File: config.mk
export PLATFORM = sky130hd
export DESIGN_NAME = if_branch_stash
export DESIGN_NICKNAME = d
export VERILOG_FILES = /design/src/rtl/if_branch_stash_pkg.sv /design/src/rtl/if_branch_stash_fifo.sv /design/src/rtl/if_branch_stash.sv
export SDC_FILE = /design/constraint.sdc
export NUM_CORES = 1
export LEC_CHECK = 0
export ABC_AREA = 1
export CORE_AREA = 2 2 193 195
export DETAILED_ROUTE_END_ITERATION = 6
export DIE_AREA = 0 0 195 197
export DONT_BUFFER_PORTS = 1
export GPL_ROUTABILITY_DRIVEN = 0
export GPL_TIMING_DRIVEN = 0
export PLACE_DENSITY = 0.61
export SLEW_MARGIN = 20
export SYNTH_ARGS = -nofsm -noshare
export SYNTH_HDL_FRONTEND = slang
export SYNTH_SLANG_ARGS = --single-unit
File: constraint.sdc
create_clock -name clk -period 4.05 [get_ports clk]
set_input_delay 0.405 -clock clk [delete_from_list [all_inputs] [get_ports clk]]
set_output_delay 0.405 -clock clk [all_outputs]
set_load 0.01 [all_outputs]
File: src/rtl/if_branch_stash_pkg.sv
`default_nettype none
// ============================================================================
// Module   : if_branch_stash_pkg
// Brief    : Shared types and constants for the IF branch stash.
// Revision : 1.0 - initial release
// ============================================================================
package if_branch_stash_pkg;

  typedef enum logic [0:0] {
    ST_RUN   = 1'b0,
    ST_FLUSH = 1'b1
  } state_e;

  localparam int          c_rec_w  = 65;
  localparam logic [31:0] c_pc_inc = 32'd4;

  // 32-bit pc + 32-bit target + 1-bit prediction = c_rec_w bits
  typedef struct packed {
    logic [31:0] pc;
    logic [31:0] target;
    logic        pred;
  } rec_t;

endpackage
`default_nettype wire

File: src/rtl/if_branch_stash_fifo.sv
`default_nettype none
// ============================================================================
// Module   : if_branch_stash_fifo
// Brief    : Record FIFO with occupancy count and single-cycle clear.
// Revision : 1.0 - initial release
// ============================================================================
module if_branch_stash_fifo
  import if_branch_stash_pkg::*;
#(
  parameter int DEPTH = 4
) (
  input  logic clk,
  input  logic reset,
  input  logic push_i,
  input  logic pop_i,
  input  logic clear_i,
  input  rec_t wdata_i,
  output rec_t rdata_o,
  output logic full_o,
  output logic empty_o
);

  localparam int c_aw = $clog2(DEPTH);
  localparam int c_cw = c_aw + 1;

  logic [c_rec_w-1:0] mem_q [DEPTH];
  logic [c_aw-1:0]    wptr_q;
  logic [c_aw-1:0]    rptr_q;
  logic [c_cw-1:0]    count_q;

  // Pointers wrap naturally because DEPTH is a power of two.
  always_ff @(posedge clk) begin
    if (!reset || clear_i) begin
      wptr_q  <= '0;
      rptr_q  <= '0;
      count_q <= '0;
    end else begin
      if (push_i) wptr_q <= wptr_q + c_aw'(1);
      if (pop_i)  rptr_q <= rptr_q + c_aw'(1);
      case ({push_i, pop_i})
        2'b10:   count_q <= count_q + c_cw'(1);
        2'b01:   count_q <= count_q - c_cw'(1);
        default: count_q <= count_q;
      endcase
    end
  end

  always_ff @(posedge clk) begin
    if (push_i && !clear_i) mem_q[wptr_q] <= wdata_i;
  end

  assign rdata_o = rec_t'(mem_q[rptr_q]);
  assign full_o  = (count_q == c_cw'(DEPTH));
  assign empty_o = (count_q == '0);

endmodule
`default_nettype wire

File: src/rtl/if_branch_stash.sv
`default_nettype none
// ============================================================================
// Module   : if_branch_stash
// Brief    : In-flight branch stash; feeds predictor updates and mispredict flush.
// Revision : 1.0 - initial release
// ============================================================================
module if_branch_stash
  import if_branch_stash_pkg::*;
#(
  parameter int DEPTH = 4
) (
  input  logic        clk,
  input  logic        reset,
  input  logic        push_valid,
  input  logic [31:0] push_pc,
  input  logic [31:0] push_target,
  input  logic        push_pred,
  output logic        push_ready,
  input  logic        resolve_valid,
  input  logic        resolve_take,
  output logic        pc_jmp_feedback,
  output logic        pc_jmp_take,
  output logic [31:0] pc_stash_base,
  output logic        flush,
  output logic [31:0] redirect_pc,
  output logic        resolve_err
);

  state_e      state_q, state_d;
  logic        fb_q, fb_d;
  logic        take_q, take_d;
  logic [31:0] base_q, base_d;
  logic        flush_q, flush_d;
  logic [31:0] redir_q, redir_d;
  logic        err_q, err_d;

  rec_t w_head;
  rec_t w_wrec;
  logic w_full, w_empty, w_ready, w_res, w_mis;

  assign w_wrec  = '{pc: push_pc, target: push_target, pred: push_pred};
  assign w_ready = (state_q == ST_RUN) && !w_full;
  assign w_res   = resolve_valid && !w_empty;
  assign w_mis   = w_res && (w_head.pred != resolve_take);

  // A mispredict clears the stash, so a same-cycle push is wrong-path and dropped.
  if_branch_stash_fifo #(.DEPTH(DEPTH)) u_fifo (
    .clk     (clk),
    .reset   (reset),
    .push_i  (push_valid && w_ready && !w_mis),
    .pop_i   (w_res && !w_mis),
    .clear_i (w_mis),
    .wdata_i (w_wrec),
    .rdata_o (w_head),
    .full_o  (w_full),
    .empty_o (w_empty)
  );

  always_comb begin
    state_d = state_q;
    fb_d    = 1'b0;
    take_d  = take_q;
    base_d  = base_q;
    flush_d = 1'b0;
    redir_d = redir_q;
    err_d   = err_q | (resolve_valid & w_empty);
    case (state_q)
      ST_RUN:   if (w_mis) state_d = ST_FLUSH;
      ST_FLUSH: state_d = ST_RUN;
      default:  state_d = ST_RUN;
    endcase
    if (w_res) begin
      fb_d   = 1'b1;
      take_d = resolve_take;
      base_d = w_head.pc;
    end
    if (w_mis) begin
      flush_d = 1'b1;
      redir_d = resolve_take ? w_head.target : w_head.pc + c_pc_inc;
    end
  end

  always_ff @(posedge clk) begin
    if (!reset) begin
      state_q <= ST_RUN;
      fb_q    <= 1'b0;
      take_q  <= 1'b0;
      base_q  <= 32'h0;
      flush_q <= 1'b0;
      redir_q <= 32'h0;
      err_q   <= 1'b0;
    end else begin
      state_q <= state_d;
      fb_q    <= fb_d;
      take_q  <= take_d;
      base_q  <= base_d;
      flush_q <= flush_d;
      redir_q <= redir_d;
      err_q   <= err_d;
    end
  end

  assign push_ready      = w_ready;
  assign pc_jmp_feedback = fb_q;
  assign pc_jmp_take     = take_q;
  assign pc_stash_base   = base_q;
  assign flush           = flush_q;
  assign redirect_pc     = redir_q;
  assign resolve_err     = err_q;

endmodule
`default_nettype wire

==> results by group <==
Pwr
  – Static Leak: between 6 and 7 nW
  – Design Power: 11.0 mW
  – Power per unit of standard cell area: around 650 nW/um^2
  – VDD IR-drop max: ~280 uV

Yosys
  – Average cell area after synthesis: between 10 and 15 um^2
  – Cell area after synthesis: 14400 um^2
  – Simple logic cell fraction of the synthesized area: about a fifth
  – Number of library cell types mapped by synthesis: 45
  – Post-synth EDFFs: 260
  – Cell type with the highest aggregate area in the netlist: edfxtp_1
  – Number of flip-flops and latches in the synthesized netlist: ~340
  – Complex-gate fraction of the synthesized area: ~9%
  – Arithmetic-cell share of the synthesized area counting full adders, half adders and majority gates: less than 1%
  – Number of nets in the synthesized netlist: between 1k and 1.5k
  – Async set-or-reset flop fraction in the synthesized netlist: 0%
  – Proportion of netlist area held by the largest area contributor: 54.3%
  – Sequential share of the synthesized area: roughly 65%
  – Largest family of logic cells by synthesized area: simple AND/OR/NAND/NOR gates
  – Synth warnings: 0
  – Commonest register cell after synthesis: edfxtp_1
  – Portion of netlist area occupied by mux cells: less than 1%
  – Cell types with the largest area share after synthesis: edfxtp_1 54%, dfxtp_1 11%, nand2_1 10%
  – Synthesized-area fraction occupied by xor and xnor cells: less than 1%
  – Post-Syn Instances: roughly 1.4k

Clocking
  – Number of H-tree levels: 2
  – Post CTS Setup Buffer Count: 0
  – Post-cts gate resize count: 0
  – Clock slew at the register clock pins of the worst setup and hold paths: approximately 0.060 ns
  – Number of sinks driven by the clock tree: about 340
  – TritonCTS clock tree: built
  – Worst-case clock buffer depth: 3
  – Worst-skew pair later-pin latency: ~0.51 ns
  – Cell at the root of the clock tree: clkbuf_16
  – Cts bufs inserted: 37

Global route
  – Met3 track demand over resource: 7.51%
  – GR met2 Demand/Resource: between 30% and 40%
  – Global-route wire length before repair: ~62000 um
  – Initial antenna violation count: 2
  – Global-route total usage across every layer: around 22%
  – Global Route met1 Usage: ~28%
  – Sum of overflow across all layers after global routing: 0
  – Number of global-route vias before repair: between 10k and 15k
  – Most Used Layer, Global Route: met2
  – Largest net degree at the start of global routing: 24

Timing
  – Post-route worst setup slack: 1.13 ns
  – Setup violations, final: 0
  – Unrepaired setup endpoints after global routing: false
  – Total Neg Setup Slack: 0 ns
  – Least-Margin Pin Slew: around 0.84 ns
  – Final period utilization: between 70% and 80%
  – Number of hold violations in the final report: 0
  – Max-slew headroom: 44.1%
  – Slew Limit Fails: 0
  – Worst hold margin: between 0.03 and 0.04 ns
  – Final worst clock skew: between 0.015 and 0.02 ns
  – Final critical delay including setup and external delays: a little under 3 ns
  – Highest attainable clock frequency: roughly 0.34 GHz

Drt
  – First-pass detailed-route iteration total: 5
  – Total via count after detailed routing: between 10k and 15k
  – Antenna-violating nets left: 0
  – Average detailed-routed wire length per instance: between 20 and 25 um
  – Drt total wl: between 40000 and 50000 um
  – Vias per cell: 5.25
  – Number of design-rule violations left by the first detailed-router iteration: 956
  – Post-route DRC violation count: 0

Critical path
  – Setup CP Type: flop to flop
  – Required time of the critical path: roughly 4.3 ns
  – Setup crit end kind: flop
  – CP arrival: 3.12 ns
  – Type of element launching the critical path: flop
  – Biggest fanout along the worst timing path: 22

Die
  – Die Y-Extent: roughly 200 um
  – Initial core utilization: approximately 40%
  – Total number of placement rows: 70
  – Top-level I/O count: between 100 and 150
  – Total Die Area: 38400 um^2
  – Width of the die: slightly below 200 um
  – Core area: about 36000 um^2

Final layout
  – Post-route standard cell area excluding fillers: 17000 um^2
  – Layout overhead on the synthesized area: 18.5%
  – Most common library cell in the layout ignoring fill and taps: nand2_1
  – Commonest non-fill, non-tap cells in the layout: 400 x nand2_1, 260 x edfxtp_1, 112 x nor2_1, 112 x o21ai_0, 81 x nand3_1
  – Number of nets in the finished design: between 1.5k and 2k
  – Fraction of layout cells with a size suffix above 1: ~11%
  – Number of antenna repair diodes: 0

Placed design
  – Placed Instance Area: roughly 15000 um^2
  – HPWL after DPL: 30200 um
  – Setup Slack @ Placement: 1.09 ns
  – Port Buffer Count: 0

Hold path
  – Worst min-delay path category: input pin to flop

Job
  – Max-Cap Viols: 0

Run status
  – Run status: completed
==> stage by stage <==
step / instances / utilization [%]
6_report: 1991 / 47.0
5_1_grt: 1991 / 47.0
2_1_floorplan: 1382 / -
3_5_place_dp: 1862 / 42.1
3_3_place_gp: 1850 / 41.2
4_1_cts: 1991 / 47.0
==> area by class of cell <==
cell class                 instances  area (um^2)
clock buffer                      49         1000
sequential                       338         9370
inverter                          69          269
buffer                            70          489
fill                            3378        19200
timing repair buffer              77          921
multi-input combinational        905         4270
tap                              468          586
clock inverter                    15          125
==> flip-flops by register name, indices dropped and copies added, names as in the netlist, named ones only <==
register	count
pc_stash_base	32
u_fifo.mem_q	260
state_q	1
flush	1
u_fifo.count_q	3
redirect_pc	32
u_fifo.rptr_q	2
pc_jmp_take	1
u_fifo.wptr_q	2
pc_jmp_feedback	1
resolve_err	1
==> where the power goes <==
part / leakage (nW) / total, mW / switching (mW) / internal, mW
Sequential: 3.02 / 4.91 / 0.437 / 4.47
Combinational: 2.92 / 2.96 / 2.06 / 0.903
Clock: 0.558 / 3.16 / 1.30 / 1.86
Total: 6.50 / 11.0 / 3.80 / 7.23
==> cells in the mapped netlist, types with 3 or more instances <==
cell type,count
nand4_1,4
o21ai_1,6
nor2_1,116
a21oi_1,68
buf_4,7
edfxtp_1,260
nand2_2,22
buf_2,19
dfxtp_1,78
o22ai_1,14
buf_6,14
nand2_1,400
a32o_1,5
inv_1,61
a31oi_1,11
nand3_1,81
inv_2,5
o221ai_1,5
xor2_1,11
o21ai_0,112
ha_1,6
nor2_4,8
nor2_2,12
clkbuf_1,24
buf_12,3
o211ai_1,4
==> path summary, 6_finish.rpt <==
check,start,to,slack [ns],depth (start not counted)
max,flop,u_fifo.mem_q[2][59],1.13,11
min,resolve_valid,resolve_err,0.04,2
max reg2reg,flop,u_fifo.mem_q[2][59],1.13,11
min reg2reg,state_q,state_q,0.45,1
==> critical path, cell delays in order, from the launching register on <==
cell and delay (ns):
dfxtp_1 0.32, buf_6 0.17, buf_8 0.18, nand2_1 0.06
nand3_1 0.07, nand2_1 0.08, xor2_1 0.21, inv_2 0.09
nand2_4 0.14, nand3_2 0.29, nor2_4 0.67, buf_12 0.27
==> repair_timing <==
| action | CTS | global route |
|---|---|---|
| hold buffers | 65 | 0 |
| setup endpoints to repair | 0 | 0 |
| hold endpoints to repair | 260 | 0 |
==> logic make-up (layout without fill, tap and decap cells) <==
group,after synthesis,in the layout
and+or+nand+nor,649,649
DFF,338,338
AOI/OAI and AO/OA,236,236
buffers and inverters,139,280
xor gates and xnor gates,11,11
adders and majority gates,7,7
muxes,2,2
==> routing by layer <==
layer	vias up	wire length (um)
met5	-	0
met1	5042	17400
li1	4944	-
met3	67	4470
met4	0	1080
met2	392	18600
No activity file was read; power rests on OpenSTA's default activity.
